## src/rtl/reaction_game_ctrl.sv

```systemverilog
// Reaction-time game controller: random wait, timed green phase, best score over ROUNDS.
// Optional: define FALSE_START_EN to add a FOUL state for hits during the wait.

module reaction_game_ctrl #(
  parameter int SCORE_W = 13,
  parameter int DELAY_W = 10,
  parameter int ROUNDS  = 4
) (
  input  logic               Clock,
  input  logic               CLRN,
  input  logic               tick,
  input  logic               buttonStart,
  input  logic               buttonHit,
  input  logic               buttonReset,
  input  logic [DELAY_W-1:0] delaySeed,
  output logic               RedLed,
  output logic               ledGreen,
  output logic [SCORE_W-1:0] DisplayScore,
  output logic [1:0]         DisplayScoreControl,
  output logic [3:0]         roundNum,
  output logic               done
);

`ifdef FALSE_START_EN
  typedef enum logic [2:0] {
    S_IDLE, S_WAIT, S_GO, S_RESULT, S_DONE, S_FOUL
  } state_e;
`else
  typedef enum logic [2:0] {
    S_IDLE, S_WAIT, S_GO, S_RESULT, S_DONE
  } state_e;
`endif

  localparam logic [3:0]         ROUNDS_L = 4'(ROUNDS);
  localparam logic [DELAY_W-1:0] D_ONE    = DELAY_W'(1);

  state_e             state_q, state_d;
  logic [SCORE_W-1:0] score_q, score_d;
  logic [SCORE_W-1:0] best_q, best_d;
  logic [SCORE_W-1:0] cap;
  logic [DELAY_W-1:0] delay_q, delay_d;
  logic [3:0]         round_q, round_d;
  logic               st_prev_q, hit_prev_q;
  logic               st_arm_q, hit_arm_q;
  logic               start_e, hit_e, sat;
  logic               go_wait, go_result;

  // arm bits block an edge from a button already held at reset release
  assign start_e  = buttonStart & ~st_prev_q & st_arm_q;
  assign hit_e    = buttonHit & ~hit_prev_q & hit_arm_q;
  assign sat      = &score_q;
  assign roundNum = round_q;

  always_ff @(posedge Clock or negedge CLRN) begin
    if (!CLRN) begin
      state_q    <= S_IDLE;
      score_q    <= '0;
      best_q     <= '1;
      delay_q    <= '0;
      round_q    <= '0;
      st_prev_q  <= 1'b0;
      hit_prev_q <= 1'b0;
      st_arm_q   <= 1'b0;
      hit_arm_q  <= 1'b0;
    end else if (buttonReset) begin
      state_q    <= S_IDLE;
      score_q    <= '0;
      best_q     <= '1;
      delay_q    <= '0;
      round_q    <= '0;
      st_prev_q  <= 1'b0;
      hit_prev_q <= 1'b0;
      st_arm_q   <= 1'b0;
      hit_arm_q  <= 1'b0;
    end else begin
      state_q    <= state_d;
      score_q    <= score_d;
      best_q     <= best_d;
      delay_q    <= delay_d;
      round_q    <= round_d;
      st_prev_q  <= buttonStart;
      hit_prev_q <= buttonHit;
      st_arm_q   <= st_arm_q | ~buttonStart;
      hit_arm_q  <= hit_arm_q | ~buttonHit;
    end
  end

  always_comb begin
    state_d             = state_q;
    score_d             = score_q;
    best_d              = best_q;
    delay_d             = delay_q;
    round_d             = round_q;
    cap                 = score_q;
    go_wait             = 1'b0;
    go_result           = 1'b0;
    RedLed              = 1'b0;
    ledGreen            = 1'b0;
    DisplayScore        = '0;
    DisplayScoreControl = 2'b00;
    done                = 1'b0;
    unique case (state_q)
      S_IDLE: begin
        if (start_e) go_wait = 1'b1;
      end
      S_WAIT: begin
        RedLed = 1'b1;
        if (tick) begin
          delay_d = delay_q - 1'b1;
          if (delay_q <= D_ONE) state_d = S_GO;
        end
`ifdef FALSE_START_EN
        if (hit_e && !start_e) state_d = S_FOUL;
`endif
      end
      S_GO: begin
        ledGreen     = 1'b1;
        DisplayScore = score_q;
        // a tick landing with the hit still counts
        if (tick && !sat) cap = score_q + 1'b1;
        score_d = cap;
        if (hit_e || sat) go_result = 1'b1;
      end
      S_RESULT: begin
        DisplayScore = score_q;
        if (start_e) begin
          if (round_q == ROUNDS_L) state_d = S_DONE;
          else go_wait = 1'b1;
        end
      end
      S_DONE: begin
        done                = 1'b1;
        DisplayScoreControl = 2'b01;
        DisplayScore        = best_q;
        if (start_e) begin
          round_d = '0;
          go_wait = 1'b1;
        end
      end
`ifdef FALSE_START_EN
      S_FOUL: begin
        RedLed              = 1'b1;
        ledGreen            = 1'b1;
        DisplayScoreControl = 2'b10;
        if (start_e) go_wait = 1'b1;
      end
`endif
      default: state_d = S_IDLE;
    endcase
    if (go_wait) begin
      state_d = S_WAIT;
      score_d = '0;
      delay_d = (delaySeed == '0) ? D_ONE : delaySeed;
    end
    if (go_result) begin
      state_d = S_RESULT;
      score_d = cap;
      round_d = round_q + 4'd1;
      if (cap < best_q) best_d = cap;
    end
  end

endmodule

```

## config.mk

```make
export PLATFORM = sky130hd
export DESIGN_NAME = reaction_game_ctrl
export DESIGN_NICKNAME = d
export VERILOG_FILES = /design/src/rtl/reaction_game_ctrl.sv
export SDC_FILE = /design/constraint.sdc
export NUM_CORES = 1
export LEC_CHECK = 0
export ABC_AREA = 1
export BUFFER_PORTS_ARGS = -buffer_cell sky130_fd_sc_hd__buf_2
export CAP_MARGIN = 20
export CORE_MARGIN = 2
export CORE_UTILIZATION = 53
export DETAILED_ROUTE_END_ITERATION = 8
export HOLD_SLACK_MARGIN = 0.1
export PLACE_DENSITY = 0.77
export SLEW_MARGIN = 0
export SYNTH_ARGS = -nofsm -noshare
export SYNTH_HDL_FRONTEND = slang
export SYNTH_SLANG_ARGS = --single-unit
export TNS_END_PERCENT = 1
```

## constraint.sdc

```tcl
create_clock -name Clock -period 2.7 [get_ports Clock]
set_clock_uncertainty 0.05 [all_clocks]
set_input_delay 0.81 -clock Clock [delete_from_list [all_inputs] [get_ports Clock]]
set_output_delay 0.81 -clock Clock [all_outputs]
set_load 0.02 [all_outputs]
```

==> flow_summary.json <==
{
  "start_util_pct": 55.2,
  "htree_levels": 2,
  "synth_seq_cells": 47,
  "synth-compound-area-share_pct": 13.3,
  "p_leak_nw": 2.02,
  "p_per_area_nw_per_um2": 441,
  "ys.flop_type": "dfrtp_1",
  "cts_hold_buf": 0,
  "grt_use_total_pct": 28.1,
  "dieArea_sq_um": 6440,
  "grt_pass1_vias": 3015,
  "slew_headroom_pct": 62.0,
  "place_hpwl_mm": 6.04,
  "die_h_um": 80.2,
  "final_antenna_net_count": 0,
  "period_share_pct": 108,
  "peakVddDrop_v": 0.000341,
  "clockPowerShare_pct": 24.9,
  "post-route-util_pct": 71.8,
  "worst_ep_required_time_ns": 2.91,
  "hold_violations": 0,
  "syn2layout_area_growth_pct": 30.0,
  "synth_area_per_cell_sq_um": 7.49,
  "clockRootBuffer": "clkbuf_8",
  "synthArstFlopShare_pct": 100,
  "combPwrFrac_pct": 27.5,
  "violations": "negative setup slack",
  "ys_warn_count": 0,
  "setup_viol": 13,
  "pre_cts_slack_ns": -0.525,
  "internal_power_w": 0.00115,
  "status": "finished with violations",
  "cts_tree": "yes",
  "fp-row-count": 27,
  "n_antenna_cell": 0,
  "vias": 3226,
  "worst_pin_slew_ns": 0.570,
  "ctsLongestPathBuffers": 2,
  "fmax_mhz": 343,
  "slew_violations": 0,
  "setup_ws_ns": -0.218,
  "synth.distinct_cells": 37,
  "drt_iter0_markers": 248,
  "rsz0062_at_grt": "true",
  "period_minus_slack_ns": 2.92,
  "synth_fp_nets": 444,
  "synth_top_family_by_area": "simple AND/OR/NAND/NOR gates",
  "synth.area.mux_share_pct": 0.650,
  "drc": 0,
  "power.switching_w": 0.000613,
  "hold_class": "primary input to asynchronous set/reset pin",
  "crit_path_end_kind": "flop",
  "boundaryPins": 38,
  "cp_max_fo": 8,
  "worstSetupPathType": "flop to flop",
  "yosys.area_share.simple_pct": 27.8,
  "syn_inst": 411,
  "synth_area_sq_um": 3080,
  "core_sq_um": 5570,
  "cp-start-kind": "flop",
  "die_x_um": 80.2,
  "synth_edf_count": 0,
  "grt_pass1_wl_mm": 14.1,
  "grt.overflow.total": 0,
  "numPortBuffers": 36,
  "arrival_ns": 3.12,
  "wirelength_mm": 8.86,
  "path_clk_slew_ns": 0.09,
  "fin_nets": 529,
  "yosysSeqAreaShare_pct": 38.7,
  "drt-wirelength-per-cell_um": 15.6,
  "seqPwrFrac_pct": 47.6,
  "grt_start_max_net_pins": 27,
  "routed_via_density": 5.67,
  "cts.sinks": 47,
  "synth-xor-area-share_pct": 1.99,
  "place.gp.congestion": 0.922,
  "maxCapViolations": 0,
  "antenna_found_initial": 0,
  "drt_pass1_iterations": 5,
  "switching_share_pct": 34.7,
  "clock_latency_ns": 0.31,
  "drive_gt1_share_pct": 32.4,
  "synthAdderAreaFrac_pct": 6.91,
  "cts_buffers": 5
}
[power by group through the flow]
stage               Combinational [W]  Clock, W  Sequential, W
floorplan                    0.000343         0       0.000837
global placement             0.000442         0       0.000847
detailed placement           0.000457         0       0.000851
CTS                          0.000465  0.000445       0.000839
global route                 0.000556  0.000472       0.000848
finish                       0.000485  0.000439       0.000841
[worst paths after layout]
kind	start	end	slack, ns	depth (start not counted)
max	score_q[0]	best_q[10]	-0.22	17
min reg2reg	best_q[6]	best_q[6]	0.44	2
max in group asynchronous	CLRN	best_q[9]	1.58	2
min	CLRN	roundNum[3]	0.42	1
max reg2reg	score_q[0]	best_q[10]	-0.22	17
min in group Clock	best_q[6]	best_q[6]	0.44	2
[critical path: stages (launching register included)]
cell and delay, ns:
dfrtp_1 0.44, ha_4 0.17, nand3_4 0.10, buf_6 0.15, buf_4 0.14, nor2_4 0.13, nand2_4 0.09, xor2_2 0.16
ha_1 0.31, a21oi_2 0.12, nor2_1 0.06, a211oi_2 0.28, o21ai_2 0.11, nor2_4 0.16, nand2_4 0.14, nand2_4 0.14
nand2_1 0.06, nand2_1 0.05
[area by class of cell]
| type | count | area [sq um] |
|---|---|---|
| multi-input combinational | 285 | 1780 |
| fill | 408 | 1570 |
| sequential | 47 | 1190 |
| timing repair buffer | 89 | 598 |
| inverter | 68 | 255 |
| tap | 72 | 90.1 |
| clock buffer | 5 | 68.8 |
| clock inverter | 3 | 20.0 |
[layout by cell type (no fill, tap or decap), types with 4 or more instances in the layout]
| master | Yosys | final |
|---|---|---|
| a21oi_1 | 15 | 13 |
| buf_2 | 2 | 36 |
| buf_4 | 3 | 50 |
| clkbuf_8 | 0 | 5 |
| dfrtp_1 | 34 | 34 |
| dfstp_2 | 13 | 13 |
| ha_1 | 17 | 13 |
| inv_1 | 66 | 63 |
| inv_2 | 2 | 5 |
| nand2_1 | 80 | 76 |
| nand2_2 | 6 | 9 |
| nand3_1 | 33 | 32 |
| nand4_1 | 4 | 4 |
| nor2_1 | 35 | 32 |
| nor2_4 | 3 | 8 |
| nor3_1 | 9 | 6 |
| o21ai_0 | 25 | 22 |
| o22ai_1 | 23 | 22 |
| xor2_1 | 6 | 5 |
[sequential cells by signal, summed over array words and instances (netlist names)]
register,count
best_q,13
score_q,13
delay_q,10
roundNum,4
state_q,3
hit_arm_q,1
hit_prev_q,1
st_arm_q,1
st_prev_q,1
[cell usage after synthesis (all sizes together) (2+ instances only)]
cell type,count,area [sq um]
a21oi,16,83.8
mux2i,2,20.0
o21ai,27,135
dfrtp,34,851
nor3,10,55.1
buf,6,43.8
o22ai,23,144
inv,68,255
nand4,4,25.0
dfstp,13,342
nand2,88,360
nor4,2,12.5
nand3,35,193
ha,17,213
clkbuf,7,26.3
xor2,6,52.6
nor2,43,196
a211oi,3,22.5
[metal layers]
| metal | track usage (%) | vias to the layer above | wire [um] |
|---|---|---|---|
| met3 | 5.28 | 32 | 501 |
| met4 | 10.5 | 0 | 259 |
| met5 | 0 | - | 0 |
| met1 | 37.2 | 1556 | 3780 |
| met2 | 45.7 | 118 | 4310 |
| li1 | - | 1520 | - |
[stage by stage]
stage               power, W  TNS (ns)  hold slack (ns)  std cells  area [sq um]
floorplan            0.00118    -0.215            0.414        411          3100
global placement     0.00129     -5.03            0.423        551          3650
detailed placement   0.00131     -6.71            0.429        551          3650
CTS                  0.00175     -2.73            0.438        564          3850
global route         0.00188     -3.66            0.456        569          4000
finish               0.00176     -2.59            0.421        569          4000
[repair_timing]
| item | CTS | global route |
|---|---|---|
| setup buffers | 3 | 5 |
| gates cloned | 2 | 0 |
| gates resized for setup | 13 | 25 |
| pin swaps | 10 | 20 |
| setup endpoints to repair | 14 | 14 |
[logic make-up (layout without fill, tap and decap cells)]
family	Yosys count	after routing
and+or+nand+nor	184	186
buffers and inverters	81	165
AOI/OAI and AO/OA	72	72
DFF	47	47
adders and majority gates	17	17
xor gates and xnor gates	7	7
muxes	2	2
other	1	1
(Power assumes the default switching activity.)
